### src/rtl/reg_load_pkg.sv
// reg_load_pkg: shared definitions for the bank load sequencer.
//   - ld_state_e  : controller state encoding (IDLE, LOAD, FULL, ERR)
//   - onehot_idx  : bit 'pos' of the one-hot decode of 'idx'
//   - *_DEF       : default widths/limits used by reg_bank_load_ctrl
package reg_load_pkg;

  localparam int XWIDTH_DEF   = 32;
  localparam int NUM_REGS_DEF = 16;
  localparam int TIMEOUT_DEF  = 1024;

  typedef enum logic [1:0] {
    IDLE = 2'd0,
    LOAD = 2'd1,
    FULL = 2'd2,
    ERR  = 2'd3
  } ld_state_e;

  // Per-bit form so callers can decode any bank size without slicing a
  // fixed-width vector.
  function automatic logic onehot_idx(input int idx, input int pos);
    return idx == pos;
  endfunction

endpackage

### src/rtl/reg_en_decoder.sv
// reg_en_decoder: registered index -> one-hot write-enable decoder.
//   clk, reset_n : clock, asynchronous active-low reset
//   idx          : register index to enable
//   strobe       : write this cycle; when low the registered enable is 0
//   en           : one-hot enable, valid the cycle after strobe
module reg_en_decoder
  import reg_load_pkg::*;
#(
  parameter int NUM_REGS = NUM_REGS_DEF,
  parameter int IDX_W    = $clog2(NUM_REGS)
) (
  input  logic                clk,
  input  logic                reset_n,
  input  logic [IDX_W-1:0]    idx,
  input  logic                strobe,
  output logic [NUM_REGS-1:0] en
);

  logic [NUM_REGS-1:0] en_nxt;

  always_comb begin
    en_nxt = '0;
    for (int i = 0; i < NUM_REGS; i++)
      en_nxt[i] = strobe && onehot_idx(int'(idx), i);
  end

  always_ff @(posedge clk or negedge reset_n)
    if (!reset_n) en <= '0;
    else          en <= en_nxt;

endmodule

### src/rtl/reg_bank_load_ctrl.sv
// reg_bank_load_ctrl: streams valid/ready words into a bank of enable-gated
// registers, one register per accepted word, starting at start_idx and
// wrapping at the end of the bank. Raises bank_valid once the span is
// written and holds it until bank_ack.
//   clk, reset_n        : clock, asynchronous active-low reset
//   start/start_idx/load_len : load request (sampled in IDLE; len 0 = whole bank)
//   in_valid/in_data/in_ready: input word stream
//   reg_en/reg_data     : one-hot write enable + shared data to the bank
//   bank_valid/bank_ack : span-complete flag and consumer release
//   busy                : controller not idle
//   err                 : load stalled past TIMEOUT_CYCLES
// Optional feature: define REG_LOAD_TIMEOUT_EN to enable the stall timer and
// ERR state; without it err is tied low and LOAD waits indefinitely.
module reg_bank_load_ctrl
  import reg_load_pkg::*;
#(
  parameter int XWIDTH         = XWIDTH_DEF,
  parameter int NUM_REGS       = NUM_REGS_DEF,
  parameter int IDX_W          = $clog2(NUM_REGS),
  parameter int TIMEOUT_CYCLES = TIMEOUT_DEF
) (
  input  logic                clk,
  input  logic                reset_n,
  input  logic                start,
  input  logic [IDX_W-1:0]    start_idx,
  input  logic [IDX_W:0]      load_len,
  input  logic                in_valid,
  input  logic [XWIDTH-1:0]   in_data,
  output logic                in_ready,
  output logic [NUM_REGS-1:0] reg_en,
  output logic [XWIDTH-1:0]   reg_data,
  output logic                bank_valid,
  input  logic                bank_ack,
  output logic                busy,
  output logic                err
);

  localparam logic [IDX_W:0]   LEN_MAX  = (IDX_W+1)'(NUM_REGS);
  localparam logic [IDX_W-1:0] IDX_LAST = IDX_W'(NUM_REGS - 1);

  ld_state_e        state, state_nxt;
  logic [IDX_W-1:0] idx;
  logic [IDX_W:0]   remaining;
  logic [IDX_W:0]   len_eff;
  logic             accept;
  logic             load_go;

  // Ready comes from state only, so there is no comb path in_valid -> in_ready.
  assign in_ready = (state == LOAD);
  assign accept   = in_valid & in_ready;
  assign busy     = (state != IDLE);
  assign len_eff  = (load_len == '0 || load_len > LEN_MAX) ? LEN_MAX : load_len;

`ifdef REG_LOAD_TIMEOUT_EN
  localparam int TW = $clog2(TIMEOUT_CYCLES) + 1;
  logic [TW-1:0] timer;
  logic          timeout;

  assign load_go = start && (state == IDLE || state == ERR);
  assign timeout = (state == LOAD) && !accept && (timer == TW'(TIMEOUT_CYCLES - 1));
  assign err     = (state == ERR);

  // Counts consecutive LOAD cycles without an accepted word.
  always_ff @(posedge clk or negedge reset_n)
    if (!reset_n)                               timer <= '0;
    else if (load_go || accept || state != LOAD) timer <= '0;
    else                                        timer <= timer + 1'b1;
`else
  assign load_go = start && (state == IDLE);
  assign err     = 1'b0;
`endif

  always_ff @(posedge clk or negedge reset_n)
    if (!reset_n) state <= IDLE;
    else          state <= state_nxt;

  always_comb begin
    state_nxt = state;
    case (state)
      IDLE: if (load_go) state_nxt = LOAD;
      LOAD: begin
        if (accept && remaining == (IDX_W+1)'(1)) state_nxt = FULL;
`ifdef REG_LOAD_TIMEOUT_EN
        else if (timeout)                         state_nxt = ERR;
`endif
      end
      FULL: if (bank_ack) state_nxt = IDLE;
`ifdef REG_LOAD_TIMEOUT_EN
      ERR:  if (load_go) state_nxt = LOAD;
`endif
      default: state_nxt = IDLE;
    endcase
  end

  // bank_valid lags FULL entry by one cycle so it never overlaps the final
  // enable pulse; ack drops it together with the return to IDLE.
  always_ff @(posedge clk or negedge reset_n)
    if (!reset_n) begin
      idx        <= '0;
      remaining  <= '0;
      reg_data   <= '0;
      bank_valid <= 1'b0;
    end else begin
      bank_valid <= (state == FULL) && !bank_ack;
      if (load_go) begin
        idx       <= start_idx;
        remaining <= len_eff;
      end else if (accept) begin
        idx       <= (idx == IDX_LAST) ? '0 : idx + 1'b1;
        remaining <= remaining - 1'b1;
        reg_data  <= in_data;
      end
    end

  reg_en_decoder #(
    .NUM_REGS (NUM_REGS),
    .IDX_W    (IDX_W)
  ) u_dec (
    .clk     (clk),
    .reset_n (reset_n),
    .idx     (idx),
    .strobe  (accept),
    .en      (reg_en)
  );

endmodule

### config.mk
export PLATFORM = sky130hd
export DESIGN_NAME = reg_bank_load_ctrl
export DESIGN_NICKNAME = d
export VERILOG_FILES = /design/src/rtl/reg_load_pkg.sv /design/src/rtl/reg_en_decoder.sv /design/src/rtl/reg_bank_load_ctrl.sv
export SDC_FILE = /design/constraint.sdc
export NUM_CORES = 1
export LEC_CHECK = 0
export CORE_AREA = 2 2 84 86
export CTS_CLUSTER_SIZE = 12
export DETAILED_ROUTE_END_ITERATION = 7
export DIE_AREA = 0 0 86 88
export PLACE_DENSITY = 0.86
export SLEW_MARGIN = 5
export SYNTH_ARGS = -nofsm -noshare
export SYNTH_HDL_FRONTEND = slang
export SYNTH_SLANG_ARGS = --single-unit
### constraint.sdc
create_clock -name clk -period 1.3 [get_ports clk]
set_input_delay 0.195 -clock clk [delete_from_list [all_inputs] [get_ports clk]]
set_output_delay 0.195 -clock clk [all_outputs]
set_load 0.05 [all_outputs]
==> flow_summary.yaml, run 1 <==
run_status:
  status: "finished, violations left"
  violations: "setup timing"
finish:
  antenna_cells: 0
  fin_nets: 445
  design_area_um2: 5100
  final_common_cell: "dfrtp_1"
  fillers: 396
  drive_gt1_share_pct: 48.7
  fin_cells: 476
  final_cell_mix: "dfrtp_1, buf_12, nand2_1, clkdlybuf4s50_1, nand2_2"
  area_delta_synth_final_pct: 101
clock_tree:
  ctsHtreeMaxLevel: 3
  cts.sinks: 60
  cts.clk_slew.worst_paths_ns: 0.06
  cts_tree: "done"
  insertion_delay_ns: 0.33
  root_buffer: "clkbuf_8"
  clock_path_buffers: 2
  cts_buffers: 9
sta:
  setup_viol: 59
  hold_viol: 0
  fmax_ghz: 0.660
  fin_crit_ns: 1.52
  rsz0062_at_grt: "true"
  fin_skew_ns: 0.00530
  setup_ws_ns: -0.216
  timing.final.crit_share_pct: 117
  final-max-slew-violation-count: 0
synth:
  yosysSeqAreaShare_pct: 59.0
  async_flop_share_pct: 100
  synth_compound_area_share_pct: 4.97
  syn-cell-area_um2: 2540
  synthAdderAreaFrac_pct: 3.44
  synth_edf_count: 0
  synth_top_family_by_area: "simple AND/OR/NAND/NOR gates"
  yosys.area_share.xor_xnor_pct: 0.688
  avgSynthCellArea_um2: 10.1
  synth_seq_cells: 60
  yosys.area_share.simple_pct: 27.4
  ys.flop_type: "dfrtp_1"
  ys_warn_count: 0
  netlist-cell-type-count: 40
  syn-num-nets: 305
  synthesis.instances: 252
  muxShareOfSynthArea_pct: 0.442
floorplanning:
  io_pins: 98
  rows: 30
  fp.dieH_um: 88
  fp.dieW_um: 86
  die_area_um2: 7570
  coreArea_um2: 6640
  start_util_pct: 38.3
power:
  p_seq_share_pct: 27.0
  powerDensity_nw_per_um2: 2550
  p_switching_w: 0.00557
  clkPwrFrac_pct: 12.3
  p_comb_share_pct: 60.8
  intPower_w: 0.00744
  p_sw_share_pct: 42.8
  total_leakage_power_nw: 2.44
  peakVddDrop_mv: 1.48
placed_design:
  place_area_um2: 4280
  port_buffers: 96
  dp_hpwl_um: 4800
  placed_cells: 443
  place_congestion: 0.863
setup_path:
  crit_type: "reg2reg"
  path_max_fanout: 4
  arrival_ns: 1.76
  setup.worst_path.end_class: "flip-flop"
  start_kind: "flip-flop"
  cp.required_ns: 1.54
detailed_routing:
  firstDrtPassIters: 4
  drt_iter0_drc: 72
  vias: 2335
  via_per_inst: 4.91
  antenna_left: 0
  avgRoutedWirePerCell_um: 16.4
  routed_wl_um: 7820
  drc_errors: 0
grt:
  grt.overflow.total: 0
  grt_pass1_vias: 2296
  grt_pass1_wl_um: 11100
  track_usage_pct: 19.2
  antenna_found_initial: 0
  grt_max_degree: 61
hold_path:
  min_path_type: "in2reg"
run:
  cap_violations: 0
[cell type report]
cell class                 count  area [um^2]  area share [%]
inverter                       7         28.8           0.564
clock buffer                  13          149            2.92
multi-input combinational    173         1290            25.3
sequential                    60         1500            29.4
clock inverter                 2         35.0           0.686
timing repair buffer         141         2000            39.1
tap                           80          100            1.96
[synthesized netlist by cell type (3+ instances only)]
library cell,n,area (um^2)
nor2b_1,3,18.8
a21oi_1,3,15.0
buf_4,3,22.5
and2_1,16,100
ha_1,7,87.6
dfrtp_1,60,1500
nand2_1,99,372
nand3b_1,3,22.5
inv_1,7,26.3
o211ai_1,3,22.5
o21ai_0,3,15.0
or4_1,4,30.0
buf_2,7,35.0
[sequential cells by signal, summed over array words and instances, names as in the netlist]
register and flops:
bank_valid 1, u_dec.en 16, reg_data 32, idx 4, remaining 5, state 2
[timing repair]
action | 4_1_cts | 5_1_grt
cloned | 0 | 5
hold buffers | 1 | 0
resized for setup | 31 | 99
pin swaps | 10 | 59
endpoints found under the setup margin | 40 | 61
endpoints found under the hold margin | 60 | 0
setup buffers | 5 | 8
[through the flow]
step | hold WS, ns | power (W) | setup slack (ns) | util (%) | setup TNS, ns
3_5_place_dp | 0.225 | 0.00996 | -0.593 | 64.5 | -13.94
6_report | 0.266 | 0.0130 | -0.216 | 76.8 | -6.35
2_1_floorplan | -0.101 | 0.00632 | -0.0853 | - | -0.103
4_1_cts | 0.256 | 0.0119 | -0.221 | 69.3 | -3.47
3_3_place_gp | 0.219 | 0.00976 | -0.525 | 64.5 | -12.00
5_1_grt | 0.269 | 0.0136 | -0.272 | 76.8 | -9.62
[power by group through the flow]
stage / logic (W) / clock network [W] / registers (W)
after floorplan: 0.00146 / 0 / 0.00486
after global placement: 0.00649 / 0 / 0.00327
after detailed placement: 0.00662 / 0 / 0.00334
after CTS: 0.00697 / 0.00164 / 0.00331
after global routing: 0.00832 / 0.00173 / 0.00358
final: 0.00791 / 0.00160 / 0.00351
[worst max-delay path, stage by stage (launching register included)]
cell and delay (ns):
dfrtp_2 0.44, buf_6 0.13, buf_6 0.10, nand4b_1 0.21
or4_4 0.44, o211ai_1 0.11
[worst paths after layout]
kind | end | depth (start not counted) | startpoint | slack, ns
worst max-delay path | remaining[4]$_DFFE_PN0P_ | 5 | state[1]$_DFFE_PN0P_ | -0.22
worst min-delay path | remaining[2]$_DFFE_PN0P_ | 3 | load_len[2] | 0.27
worst max register to register | remaining[4]$_DFFE_PN0P_ | 5 | state[1]$_DFFE_PN0P_ | -0.22
worst min register to register | reg_data[1]$_DFFE_PN0P_ | 2 | reg_data[1]$_DFFE_PN0P_ | 0.53
max in group asynchronous | reg_data[14]$_DFFE_PN0P_ | 3 | reset_n | 0.61
min in group asynchronous | idx[3]$_DFFE_PN0P_ | 3 | reset_n | 0.41
[logic make-up (layout without fill, tap and decap cells)]
group / Yosys count / in the layout
muxes: 1 / 1
other: 1 / 1
and+or+nand+nor: 144 / 144
DFF: 60 / 60
AOI/OAI and AO/OA: 18 / 18
adders and majority gates: 7 / 7
buffers and inverters: 19 / 163
xor gates and xnor gates: 2 / 2
[per-layer routing]
| metal | vias up | GRT usage (%) | routed length (um) |
|---|---|---|---|
| met5 | - | 0 | 0 |
| met3 | 12 | 6.97 | 491 |
| met4 | 0 | 5.48 | 115 |
| li1 | 1092 | - | - |
| met1 | 1137 | 22.6 | 2920 |
| met2 | 94 | 33.0 | 4290 |
(Power assumes the default switching activity.)
==> inputs of run 2 (changes only) <==
--- a/config.mk
+++ b/config.mk
@@ -10,6 +10,7 @@
 export DETAILED_ROUTE_END_ITERATION = 7
 export DIE_AREA = 0 0 86 88
 export PLACE_DENSITY = 0.86
+export REMOVE_ABC_BUFFERS = 1
 export SLEW_MARGIN = 5
 export SYNTH_ARGS = -nofsm -noshare
 export SYNTH_HDL_FRONTEND = slang
==> flow_summary.yaml, run 2 (synthesized netlist as in run 1, its figures left out) <==
finish:
  fin_nets: 433
  final_cell_mix: "nand2_1, dfrtp_1, buf_12, clkdlybuf4s50_1, buf_4"
  drive_gt1_share_pct: 31.9
  final_common_cell: "nand2_1"
  reg.largest.list: "reg_data: 32 flops, u_dec.en: 16 flops, remaining: 5 flops"
  regMostFlops: "reg_data"
  area_delta_synth_final_pct: 83.6
  largest_register_ffs: 32
  antenna_cells: 0
  fillers: 466
  fin_cells: 465
placed_design:
  placed_cells: 440
  dp_slack_ns: -0.597
  place_congestion: 0.853
  dp_hpwl_um: 4690
  port_buffers: 96
hold_path:
  whs_path_depth: 3
  min_path_type: "in2reg"
grt:
  grt_pass1_wl_um: 10600
  track_usage_pct: 18.1
  grt_max_degree: 61
  antenna_found_initial: 0
  grt_pass1_vias: 2327
  grt.overflow.total: 0
clock_tree:
  cts_buffers: 9
  insertion_delay_ns: 0.32
  cts.clk_slew.worst_paths_ns: 0.06
  cts.sinks: 60
  root_buffer: "clkbuf_8"
  clock_path_buffers: 2
  cts_tree: "done"
  ctsHtreeMaxLevel: 3
sta:
  timing.final.crit_share_pct: 111
  fmax_ghz: 0.691
  final-max-slew-violation-count: 0
  fin_skew_ns: 0.00589
  setup_viol: 44
  setup_ws_ns: -0.148
  fin_crit_ns: 1.45
  rsz0062_at_grt: "true"
  tns_ns: -2.06
  hold-worst-slack_ns: 0.274
  hold_viol: 0
detailed_routing:
  via_per_inst: 4.80
  antenna_left: 0
  routed_wl_um: 6470
  drt_iter0_drc: 58
  avgRoutedWirePerCell_um: 13.9
  vias: 2230
  drc_errors: 0
  firstDrtPassIters: 7
floorplanning:
  die_area_um2: 7570
  rows: 30
  coreArea_um2: 6640
  fp.dieH_um: 88
  fp.dieW_um: 86
  start_util_pct: 38.3
  io_pins: 98
setup_path:
  r2r_cells: 4
  crit_type: "reg2reg"
  setup.worst_path.end_class: "flip-flop"
  start_kind: "flip-flop"
  arrival_ns: 1.66
  path_max_fanout: 5
  cp.required_ns: 1.51
run_status:
  status: "finished, violations left"
  violations: "setup timing"
run:
  cap_violations: 0
power:
  peakVddDrop_mv: 1.37
  powerDensity_nw_per_um2: 2610
  power_w: 0.0122
  total_leakage_power_nw: 2.24
-- run 2: cell types whose count changed in the layout (fill, tap and decap cells not counted), sizes merged --
cell	change
clkbuf	-5
buf	-8
bufinv	+1
clkinvlp	+1
-- run 2: area by class of cell --
type	instances	area, um^2	area share, %
inverters	7	28.8	0.616
clock buffers	12	145	3.11
multi-input cells	173	1020	21.9
clock inverters	4	72.6	1.55
well taps	80	100	2.14
repair buffers	129	1800	38.5
flip-flops and latches	60	1500	32.2
-- run 2: what timing repair did --
action | CTS | global route
gates resized for setup | 31 | 10
endpoints found under the hold margin | 60 | 0
hold buffers | 1 | 0
buffers inserted | 6 | 2
setup endpoints to repair | 23 | 61
pin swaps | 8 | 8
-- run 2: power by group --
group          internal (W)  switching, W  total, W
Clock               0.00113      0.000674   0.00180
Sequential          0.00256      0.000735   0.00330
Combinational       0.00347       0.00361   0.00707
Total               0.00716       0.00502    0.0122
-- run 2: through the flow --
stage / utilization [%] / area [um^2]
finish: 70.3 / 4670
global route: 70.3 / 4670
CTS: 69.6 / 4620
detailed placement: 63.7 / 4230
global placement: 63.7 / 4230
floorplan: - / 2470
-- run 2: worst paths after layout --
path	startpoint	end	slack, ns
worst min register to register	reg_data[17]$_DFFE_PN0P_	reg_data[17]$_DFFE_PN0P_	0.53
worst max-delay path	state[1]$_DFFE_PN0P_	remaining[3]$_DFFE_PN0P_	-0.15
worst max register to register	state[1]$_DFFE_PN0P_	remaining[3]$_DFFE_PN0P_	-0.15
worst min-delay path	load_len[2]	remaining[2]$_DFFE_PN0P_	0.27
min in group asynchronous	reset_n	bank_valid$_DFF_PN0_	0.39
max in group asynchronous	reset_n	u_dec.en[6]$_DFF_PN0_	0.63
-- run 2: critical path, stage by stage, from the launching register on --
cell and delay, ns:
dfrtp_1 0.42, buf_6 0.14, and3b_2 0.26, mux2_4 0.30
o221a_1 0.21
-- run 2: routing by layer --
metal	vias up	part of all wire (%)	global-route usage, %
met1	1067	37	19.3
met2	82	55	33.1
met3	14	4.7	3.77
met4	0	2.5	10.4
met5	-	0	0
li1	1067	-	-
